### config.mk
export PLATFORM = sky130hd
export DESIGN_NAME = fetch_sequencer
export DESIGN_NICKNAME = d
export VERILOG_FILES = /design/src/rtl/fetch_pkg.sv /design/src/rtl/fetch_pc_next.sv /design/src/rtl/fetch_sequencer.sv
export SDC_FILE = /design/constraint.sdc
export NUM_CORES = 1
export LEC_CHECK = 0
export ABC_AREA = 1
export BUFFER_PORTS_ARGS = -buffer_cell sky130_fd_sc_hd__buf_2
export CORE_UTILIZATION = 56
export DETAILED_ROUTE_END_ITERATION = 6
export PLACE_DENSITY = 0.91
export SYNTH_ARGS = -nofsm -noshare
export SYNTH_HDL_FRONTEND = slang
export SYNTH_HIERARCHICAL = 1
export SYNTH_SLANG_ARGS = --single-unit
### constraint.sdc
create_clock -name clk -period 4 [get_ports clk]
set_input_delay 0.2 -clock clk [delete_from_list [all_inputs] [get_ports clk]]
set_output_delay 0.2 -clock clk [all_outputs]
set_load 0.005 [all_outputs]
### src/rtl/fetch_pkg.sv
// rtl/fetch_pkg.sv - shared state encoding and constants for the instruction fetch sequencer
package fetch_pkg;

  typedef enum logic [1:0] {
    IDLE,
    REQ,
    WAIT,
    HOLD
  } fetch_state_t;

  localparam int PC_INCR = 4;

endpackage

### src/rtl/fetch_pc_next.sv
// rtl/fetch_pc_next.sv - next-pc select: hold, sequential increment, or word-aligned redirect
module fetch_pc_next
  import fetch_pkg::*;
#(
  parameter int XLEN = 64
) (
  input  logic [XLEN-1:0] pc,
  input  logic            incr,
  input  logic            redirect_valid,
  input  logic [XLEN-1:0] redirect_pc,
  output logic [XLEN-1:0] pc_next
);

  // A redirect outranks the increment so a taken branch is never lost.
  always_comb begin
    pc_next = pc;
    if (redirect_valid) begin
      pc_next = {redirect_pc[XLEN-1:2], 2'b00};
    end else if (incr) begin
      pc_next = pc + XLEN'(PC_INCR);
    end
  end

endmodule

### src/rtl/fetch_sequencer.sv
// rtl/fetch_sequencer.sv - PC owner and req/gnt/rvalid fetch FSM with decode hand-off
// Optional stall counter perf_wait_cnt is built only when FETCH_PERF_EN is defined.
module fetch_sequencer
  import fetch_pkg::*;
#(
  parameter int              XLEN     = 64,
  parameter int              ILEN     = 32,
  parameter logic [XLEN-1:0] RESET_PC = '0
) (
  input  logic            clk,
  input  logic            reset_n,
  input  logic            start,
  output logic            imem_req,
  output logic [XLEN-1:0] imem_addr,
  input  logic            imem_gnt,
  input  logic            imem_rvalid,
  input  logic [ILEN-1:0] imem_rdata,
  output logic            inst_valid,
  output logic [ILEN-1:0] inst_data,
  output logic [XLEN-1:0] inst_pc,
  input  logic            inst_ready,
  input  logic            redirect_valid,
  input  logic [XLEN-1:0] redirect_pc
`ifdef FETCH_PERF_EN
  ,
  output logic [31:0]     perf_wait_cnt
`endif
);

  fetch_state_t    state, state_next;
  logic [XLEN-1:0] pc, pc_next;
  logic            squash, squash_next;
  logic            incr;
  logic            capture;

  fetch_pc_next #(.XLEN(XLEN)) u_pc_next (
    .pc             (pc),
    .incr           (incr),
    .redirect_valid (redirect_valid),
    .redirect_pc    (redirect_pc),
    .pc_next        (pc_next)
  );

  always_ff @(posedge clk or negedge reset_n) begin
    if (!reset_n) begin
      state  <= IDLE;
      pc     <= RESET_PC;
      squash <= 1'b0;
    end else begin
      state  <= state_next;
      pc     <= pc_next;
      squash <= squash_next;
    end
  end

  // squash marks the single outstanding response as belonging to a stale path.
  always_comb begin
    state_next  = state;
    squash_next = squash;
    incr        = 1'b0;
    capture     = 1'b0;
    case (state)
      IDLE: begin
        if (start) state_next = REQ;
      end
      REQ: begin
        if (imem_gnt) begin
          state_next = WAIT;
          if (redirect_valid) squash_next = 1'b1;
        end
      end
      WAIT: begin
        if (imem_rvalid) begin
          squash_next = 1'b0;
          if (squash || redirect_valid) begin
            state_next = REQ;
          end else begin
            capture    = 1'b1;
            incr       = 1'b1;
            state_next = HOLD;
          end
        end else if (redirect_valid) begin
          squash_next = 1'b1;
        end
      end
      HOLD: begin
        if (inst_ready || redirect_valid) state_next = REQ;
      end
      default: state_next = IDLE;
    endcase
  end

  always_ff @(posedge clk or negedge reset_n) begin
    if (!reset_n) begin
      inst_data <= '0;
      inst_pc   <= '0;
    end else if (capture) begin
      inst_data <= imem_rdata;
      inst_pc   <= pc;
    end
  end

  assign imem_req   = (state == REQ);
  assign imem_addr  = pc;
  assign inst_valid = (state == HOLD);

`ifdef FETCH_PERF_EN
  logic stall;
  assign stall = ((state == REQ) && !imem_gnt) || ((state == WAIT) && !imem_rvalid);

  always_ff @(posedge clk or negedge reset_n) begin
    if (!reset_n) begin
      perf_wait_cnt <= '0;
    end else if (stall && (perf_wait_cnt != '1)) begin
      perf_wait_cnt <= perf_wait_cnt + 32'd1;
    end
  end
`endif

endmodule

==> summary.txt, run 1 <==
Status
  – Status: completed

Critical path
  – Max stage delay cell, worst path: dfrtp_1
  – R2R Path End: imem_addr[57]
  – Reg2reg path depth: 13
  – Crit-path most repeated cell: nand3_1
  – Worst r2r src: state[0]
  – Crit path max fanout: 38
  – Crit path capture type: register
  – WP data arrival: 3.17 ns
  – Setup crit start kind: register
  – Worst Path Class, Setup: reg -> reg
  – Largest stage delay, worst path: 0.45 ns
  – Crit-path cells: inv_1 -> ha_1 -> nand3_4 -> clkinv_2 -> nand2_1 -> nor2_4 -> nand2_4 -> nor2_4 -> nand3_1 -> nor2_2 -> nand3_1 -> nand3_1 -> nand2_1
  – Reg2reg setup slack: 1.14 ns
  – Origin of the worst setup path: state[0]
  – Crit path required time: 4.31 ns

CTS
  – Postcts setup bufs: 0
  – H-tree Lvls: 4
  – Clock Sink Count: 163
  – Root Driver: clkbuf_16
  – CTS tree: done
  – Clock insertion delay at the later pin of the skew report: 0.43 ns
  – Num CTS Buffers: 17
  – Clock Pin Slew Worst Setup and Hold Paths: 0.07 ns
  – Clk buf depth: 2

Timing
  – Final worst path period need: 2.86 ns
  – Worst Skew: 0.0118 ns
  – Slew headroom: 30.5%
  – Fmax: 349 MHz
  – Slew of the pin with the lowest slew margin: 1.04 ns
  – Unrepaired setup endpoints after global routing: false
  – Hold Fails Final Rpt: 0
  – Setup_tns: 0 ns
  – Slew Viols, Final: 0
  – Setup Viol. Count Final: 0
  – Crit share post-route: 71.6%

Die
  – Die X: 124 um
  – Die Footprint: 15,400 um^2
  – Row count: 44
  – Initial core utilization: 57.5%
  – IO Count: 265
  – Core area: 14,500 um^2
  – Die height: 124 um

Pwr
  – Maximum VDD drop: 0.284 mV
  – Pwr Density: 518 nW/um^2
  – Total power: 5830 uW
  – Leakage: 0.00596 uW

Synthesis
  – Syn_area_per_cell: 7.48 um^2
  – Synth async-reset ratio: 100%
  – Post-synth EDFFs: 0
  – Post-Syn Instances: 1,117
  – Synthesized area: 8360 um^2
  – Synth Register Bits: 163
  – Sequential share of the synthesized area: 48.8%
  – Count of different cell masters after synthesis: 42
  – Yosys warning count: 6
  – Most used DFF post-synth: dfrtp_1
  – Post-Syn Nets: 1,227

Route
  – Via Count: 9,032
  – Number of remaining DRC errors: 0
  – Initial DRC Count: 812
  – Vias/cell: 5.46
  – Drt wl/cell: 17.2 um
  – Drt pass-1 iters: 6
  – DRT antenna net count: 0
  – WL final: 28,400 um

Layout
  – Layout cell share with drive strength beyond 1: 24.0%
  – Area growth from synthesis to layout: 34.6%
  – Fin nets: 1,564
  – Commonest non-fill, non-tap cells in the layout: 534 x nand2_1, 261 x buf_2, 163 x dfrtp_1
  – Fill cells: 954
  – Commonest non-fill, non-tap cell in the layout: nand2_1

GRT
  – Gr usage total: 37.0%
  – Antenna violations before repair: 2
  – Grt ovf: 0
  – Pin count of the biggest net entering global routing: 97
  – Vias in the first global route: 8,531
  – First-pass GRT wire length: 42,800 um

Placement
  – Routability cong.: 0.961
  – DP HPWL: 17,700 um
  – IO Port Bufs: 262

Min path
  – Worst hold start: redirect_pc[7]
  – HP Class: in -> reg
  – Worst hold path endpoint: imem_addr[7]
  – Hold Path Cell Cnt: 3

Job
  – Number of max-cap violations: 0
## stage by stage
stage | setup slack, ns | util (%) | instance area, um^2 | cells | hold slack [ns]
after CTS | 1.25 | 77.4 | 11200 | 1651 | 0.00669
after floorplan | 1.89 | - | 8360 | 1117 | -0.0956
after global routing | 0.938 | 77.4 | 11300 | 1653 | 0.00749
final | 1.14 | 77.4 | 11300 | 1654 | 0.0192
after detailed placement | 1.32 | 67.4 | 9800 | 1534 | 0.262
after global placement | 1.41 | 67.4 | 9800 | 1534 | 0.251
## critical path, delay by kind of cell (launching register included)
kind | cells | cell delay, ns
buf+inv | 2 | 0.58
simple gates | 10 | 1.47
fa+ha+maj | 1 | 0.23
flops | 1 | 0.45
## power by group
part | internal, uW | switching, uW
clock network | 961 | 703
logic | 740 | 861
registers | 2180 | 386
total | 3880 | 1950
## sequential cells by signal (all words and copies together) (netlist names)
register / cells
state: 2
inst_data: 32
squash: 1
inst_pc: 64
imem_addr: 64
## final cells by class
class                           instances  area, um^2  area share (%)
Multi-Input combinational cell        853        3860            34.3
Inverter                               66         249            2.21
Antenna cell                            3        7.51          0.0667
Sequential cell                       163        4080            36.2
Timing Repair Buffer                  353        2230            19.8
Clock inverter                         13         146            1.30
Tap cell                              184         230            2.05
Clock buffer                           19         453            4.02
## per-layer routing
layer	part of all wire (%)	routed length [um]	vias to the layer above	track usage (%)
met4	3.5	980	0	17.0
met3	9.4	2680	82	9.16
li1	-	-	4175	-
met5	0	0	-	0
met2	48	13700	542	61.9
met1	39	11000	4233	45.0
## how the worst max path moves through the flow
stage	slack [ns]	to	cells after the start
final	1.14	imem_addr[57]	13
after global routing	0.94	imem_addr[57]	13
after CTS	1.25	imem_addr[57]	13
after detailed placement	1.32	imem_addr[57]	13
after global placement	1.41	imem_addr[57]	13
after floorplan	1.89	imem_addr[57]	14
## kinds of logic after synthesis
family / count (synthesis) / synth area share, %
and+or+nand+nor: 777 / 39.7
DFF: 163 / 48.8
buffers and inverters: 101 / 5.10
AOI/OAI and AO/OA: 52 / 3.56
xor gates and xnor gates: 17 / 1.78
adders and majority gates: 7 / 1.05
## synthesized netlist by cell type, types with 2 or more instances
| library cell | number | area [um^2] |
|---|---|---|
| a31oi_1 | 2 | 12.5 |
| clkbuf_1 | 13 | 48.8 |
| nor2_2 | 20 | 125 |
| buf_2 | 17 | 85.1 |
| dfrtp_1 | 163 | 4080 |
| xnor2_1 | 4 | 35.0 |
| o21ai_0 | 24 | 120 |
| nand3_2 | 4 | 40.0 |
| nor2_1 | 77 | 289 |
| nand2_1 | 534 | 2000 |
| and2_1 | 3 | 18.8 |
| or2_0 | 3 | 18.8 |
| or2_2 | 5 | 31.3 |
| a21oi_1 | 10 | 50.1 |
| o21bai_1 | 8 | 60.1 |
| nand3_1 | 72 | 360 |
| o21ai_1 | 2 | 10.0 |
| nor3b_1 | 2 | 15.0 |
| nor2_4 | 10 | 113 |
| nor3_1 | 12 | 60.1 |
| buf_6 | 3 | 33.8 |
| nand4_1 | 16 | 100 |
| nand3b_1 | 5 | 37.5 |
| ha_1 | 7 | 87.6 |
| xor2_1 | 13 | 114 |
| inv_1 | 64 | 240 |
| nand2_2 | 7 | 43.8 |
| nand2_4 | 2 | 22.5 |
| o22ai_1 | 2 | 12.5 |
## timing repair
action,CTS,global route
hold buffers,85,0
resized for setup,0,0
hold endpoints to repair,156,0
Note: power is estimated with default switching activity, not from simulation.
==> run 2, diff against run 1 <==
- CORE_UTILIZATION: 56 -> 52
- PLACE_DENSITY: 0.91 -> 0.85
- clock period: 4 -> 3 ns (I/O delays scaled with it)
==> run 2 against run 1 <==
Clock skew is 0.0031 ns lower. Global-route usage is 3.6 points lower. First-iteration DRC count is 10% lower. Worst hold slack better by 0.034 ns. Critical path type unchanged. Largest cell class unchanged.
==> summary.txt, run 2 (synthesis gave the netlist of run 1 again) <==
Placement
  – Worst Setup Slack post-DPL: 0.455 ns
  – IO Port Bufs: 262
  – Routability cong.: 0.902
  – Area post-placement: 9860 um^2
  – DP HPWL: 18,500 um

Layout
  – Layout cell share with drive strength beyond 1: 24.1%
  – Fill cells: 1,103
  – Diode count: 0
  – Fin area: 11,400 um^2
  – Commonest non-fill, non-tap cell in the layout: nand2_1
  – Area growth from synthesis to layout: 36.1%
  – Fin nets: 1,577
  – Commonest non-fill, non-tap cells in the layout: 534 x nand2_1, 261 x buf_2, 163 x dfrtp_1

Route
  – Initial DRC Count: 727
  – DRT antenna net count: 0
  – Drt pass-1 iters: 7
  – Via Count: 8,913
  – Vias/cell: 5.27
  – WL final: 27,300 um
  – Drt wl/cell: 16.2 um
  – Number of remaining DRC errors: 0

Critical path
  – Setup crit start kind: register
  – Worst Path Class, Setup: reg -> reg
  – WP data arrival: 2.94 ns
  – Worst r2r src: state[0]
  – Crit path max fanout: 36
  – Crit-path cells: inv_1 -> ha_1 -> nand3_4 -> clkinv_2 -> buf_4 -> buf_4 -> nand3_2 -> nor2_2 -> nand3_1 -> nand3_1 -> nand2_1
  – R2R Path End: imem_addr[49]
  – Largest stage delay, worst path: 0.46 ns
  – Crit path required time: 3.32 ns
  – Reg2reg setup slack: 0.37 ns
  – Reg2reg path depth: 11
  – Max stage delay cell, worst path: buf_4
  – Crit path capture type: register

Min path
  – Worst hold start: redirect_pc[35]
  – HP Class: in -> reg
  – Worst hold path endpoint: imem_addr[35]
  – Hold Path Cell Cnt: 3

Pwr
  – Total power: 7660 uW
  – Pwr Density: 673 nW/um^2
  – Maximum VDD drop: 0.412 mV
  – Leakage: 0.00601 uW

Timing
  – Final worst path period need: 2.63 ns
  – Worst Skew: 0.00866 ns
  – Setup Viol. Count Final: 0
  – Crit share post-route: 87.6%
  – Hold Fails Final Rpt: 0
  – Slew of the pin with the lowest slew margin: 1.04 ns
  – Unrepaired setup endpoints after global routing: false
  – Setup_tns: 0 ns
  – Slew Viols, Final: 0
  – Worst setup margin: 0.372 ns
  – Worst hold margin: 0.0530 ns
  – Fmax: 381 MHz
  – Slew headroom: 30.8%

CTS
  – Clk buf depth: 2
  – H-tree Lvls: 4
  – Num CTS Buffers: 17
  – CTS tree: done
  – Clock Sink Count: 163
  – Clock Pin Slew Worst Setup and Hold Paths: 0.07 ns
  – Root Driver: clkbuf_16
  – Clock insertion delay at the later pin of the skew report: 0.43 ns

GRT
  – Gr usage total: 33.4%
  – Vias in the first global route: 8,462
  – Pin count of the biggest net entering global routing: 97
  – First-pass GRT wire length: 42,500 um
  – Antenna violations before repair: 0
  – Grt ovf: 0

Die
  – Die Footprint: 16,600 um^2
  – Initial core utilization: 54.2%
  – IO Count: 265
  – Die X: 129 um
  – Core area: 15,400 um^2
  – Row count: 45
  – Die height: 129 um

Status
  – Status: completed

Job
  – Number of max-cap violations: 0
[run 2: worst max-delay path by stage]
stage,from,endpoint
floorplan,state[0],imem_addr[57]
global placement,state[0],imem_addr[49]
detailed placement,state[0],imem_addr[49]
CTS,state[0],imem_addr[49]
global route,state[0],imem_addr[49]
finish,state[0],imem_addr[49]
[run 2: critical path: cells and delay by family, from the launching register on]
family	cells	cell delay (ns)
buf+inv	4	1.13
simple gates	6	0.66
flops	1	0.45
fa+ha+maj	1	0.24
[run 2: where the power goes]
| part | switching (uW) | internal, uW | total (uW) |
|---|---|---|---|
| clock | 946 | 1190 | 2130 |
| combinational | 1130 | 999 | 2130 |
| sequential | 494 | 2900 | 3400 |
| total | 2570 | 5090 | 7660 |
[run 2: routing by layer]
layer | vias up | GRT usage, % | part of all wire, %
met2 | 400 | 57.1 | 48
met1 | 4264 | 41.4 | 41
met5 | - | 0 | 0
met3 | 51 | 7.86 | 8.1
li1 | 4198 | - | -
met4 | 0 | 12.0 | 2.6
[run 2: metrics by stage]
| step | util (%) | instances |
|---|---|---|
| 2_1_floorplan | - | 1117 |
| 3_3_place_gp | 63.9 | 1565 |
| 3_5_place_dp | 63.9 | 1565 |
| 4_1_cts | 73.7 | 1690 |
| 5_1_grt | 73.8 | 1691 |
| 6_report | 73.8 | 1691 |
[run 2: layout make-up]
| cell class | count | area (um^2) | area share [%] |
|---|---|---|---|
| Clock buffer | 18 | 439 | 3.86 |
| Clock inverter | 14 | 143 | 1.25 |
| Inverter | 66 | 249 | 2.19 |
| Multi-Input combinational cell | 853 | 3860 | 33.9 |
| Sequential cell | 163 | 4080 | 35.8 |
| Tap cell | 211 | 264 | 2.32 |
| Timing Repair Buffer | 366 | 2350 | 20.6 |
[run 2: what timing repair did]
item	CTS	global route
buffers inserted	0	0
endpoints found under the hold margin	130	1
hold buffers	93	1
gates resized for setup	0	0
==> run 3, diff against run 2 <==
- CORE_MARGIN: unset -> 8
- CORE_UTILIZATION: 52 -> 47
- PLACE_DENSITY: 0.85 -> 0.81
- clock period: 3 -> 2.2 ns (I/O delays scaled with it)
==> run 3 against run 2 <==
Non-clock buffer count grew 3. Count of clock-buffer cells in the layout shrank 1. Critical endpoint is now imem_addr[15]. Fmax grew 21%. Clock power grew 47%. Wire length grew 10%. Core utilization shrank 7.4 points. Final area grew 1.2%. Worst hold slack lost 0.0035 ns. Critical path type unchanged. Register-to-register slack lost 0.34 ns. Via count shrank 0.79%. Global-route usage shrank 6.6 points. Sequential share of layout area shrank 0.43 points.
==> summary.txt, run 3 (synthesis gave the netlist of run 1 again) <==
CTS
  – Clock Sink Count: 163
  – Num CTS Buffers: 17
  – H-tree Lvls: 4
  – Clock Pin Slew Worst Setup and Hold Paths: 0.07 ns
  – CTS tree: done
  – Root Driver: clkbuf_16
  – Clk buf depth: 2
  – Clock insertion delay at the later pin of the skew report: 0.43 ns

Critical path
  – Max stage delay cell, worst path: dfrtp_1
  – Crit path required time: 2.48 ns
  – Crit path capture type: register
  – Worst Path Class, Setup: reg -> reg
  – Crit-path cells: inv_2 -> ha_2 -> nand3_4 -> inv_4 -> nand2_1 -> nor2_4 -> buf_4 -> nand3_2 -> inv_2 -> nand2_1 -> xor2_1 -> o21ai_2
  – Setup crit start kind: register
  – WP data arrival: 2.44 ns
  – Largest stage delay, worst path: 0.42 ns
  – Crit path max fanout: 7

Layout
  – Util after Layout: 66.4%
  – Fill cells: 1,394
  – Commonest non-fill, non-tap cell in the layout: nand2_1
  – Commonest non-fill, non-tap cells in the layout: 534 x nand2_1, 261 x buf_2, 163 x dfrtp_1
  – Area growth from synthesis to layout: 37.8%
  – Register area: 4080 um^2
  – Layout cell share with drive strength beyond 1: 24.7%
  – Fin nets: 1,580
  – Multi-input gate area: 3890 um^2

GRT
  – Grt ovf: 0
  – Gr usage total: 26.8%
  – Pin count of the biggest net entering global routing: 97
  – First-pass GRT wire length: 47,200 um
  – Antenna violations before repair: 1
  – Vias in the first global route: 8,878

Route
  – Met2 routed WL: 14,400 um
  – Met1 wire length: 12,400 um
  – Drt wl/cell: 17.6 um
  – Top Metal Used: met4
  – Number of remaining DRC errors: 0
  – Vias/cell: 5.17
  – Via Count: 8,843
  – DRT antenna net count: 0
  – Drt pass-1 iters: 7
  – Initial DRC Count: 668
  – Metal3 WL: 2570 um
  – WL final: 30,100 um

Pwr
  – Seq pwr share: 43.0%
  – NetSw: 3670 uW
  – Clock power frac: 29.2%
  – Combinational power share: 27.8%
  – Internal power: 7080 uW
  – Total power: 10,800 uW
  – Leakage: 0.00604 uW
  – Pwr Density: 933 nW/um^2
  – Switching part of the total: 34.2%
  – Maximum VDD drop: 0.599 mV

Timing
  – Crit share post-route: 98.3%
  – Unrepaired setup endpoints after global routing: true
  – Hold Fails Final Rpt: 0
  – Slew headroom: 29.7%
  – Worst setup margin: 0.0369 ns
  – Worst Skew: 0.00762 ns
  – Slew Viols, Final: 0
  – Setup Viol. Count Final: 0
  – Fmax: 462 MHz
  – Slew of the pin with the lowest slew margin: 1.05 ns
  – Final worst path period need: 2.16 ns
  – Setup_tns: 0 ns
  – Worst hold margin: 0.0495 ns

Die
  – Die X: 149 um
  – IO Count: 265
  – Row count: 48
  – Die Footprint: 22,300 um^2
  – Core area: 17,400 um^2
  – Initial core utilization: 48.2%
  – Die height: 149 um

Placement
  – Worst Setup Slack post-DPL: 0.0737 ns
  – Routability cong.: 0.886
  – IO Port Bufs: 262
  – DP HPWL: 20,400 um

Job
  – Number of max-cap violations: 0

Min path
  – HP Class: in -> reg

Status
  – Status: completed
==> run 3: power groups by stage <==
stage	logic, uW	clock network (uW)	registers, uW
floorplan	1160	0	4670
global placement	2700	0	4580
detailed placement	2780	0	4630
CTS	2940	3170	4590
global route	3360	3270	4740
finish	2990	3140	4620
==> run 3: layer usage <==
metal,GRT usage [%],vias to the layer above
met1,33.8,4129
met4,9.89,0
met3,5.64,65
met2,44.4,438
met5,0,-
li1,-,4211
==> run 3: critical path: cells and delay by family, from the launching register on <==
family                     cells  cell delay [ns]
and+or+nand+nor                5             0.56
DFF                            1             0.42
buffers and inverters          4             0.48
AOI/OAI and AO/OA              1             0.11
adders and majority gates      1             0.20
xor gates and xnor gates       1             0.24
==> run 3: timing repair <==
action | CTS | global route
endpoints found under the hold margin | 150 | 0
gates resized for setup | 0 | 13
hold buffers | 95 | 0
buffers inserted | 0 | 1
endpoints found under the setup margin | 0 | 40
==> run 3: path summary, 6_finish.rpt <==
| check | from | to | slack [ns] | cells after the start |
|---|---|---|---|---|
| max | state[0] | imem_addr[15] | 0.04 | 12 |
| min | imem_rvalid | squash | 0.05 | 4 |
| min reg2reg | inst_pc[57] | inst_pc[57] | 0.47 | 2 |
| max reg2reg | state[0] | imem_addr[15] | 0.04 | 12 |
| min in group asynchronous | reset_n | imem_addr[11] | 0.25 | 2 |
| max in group asynchronous | reset_n | inst_data[19] | 1.23 | 3 |
==> run 3: metrics by stage <==
| stage | std cells | instance area, um^2 |
|---|---|---|
| final | 1710 | 11500 |
| after global routing | 1709 | 11500 |
| after CTS | 1707 | 11500 |
| after detailed placement | 1580 | 9910 |
| after global placement | 1580 | 9910 |
| after floorplan | 1117 | 8360 |
==> run 3: area by class of cell <==
type / count / share of cell area [%]
flip-flops and latches: 163 / 35.4
well taps: 225 / 2.44
diodes: 2 / 0.0434
repair buffers: 369 / 20.9
clock inverters: 15 / 1.65
inverters: 66 / 2.17
clock buffers: 17 / 3.69
multi-input cells: 853 / 33.7
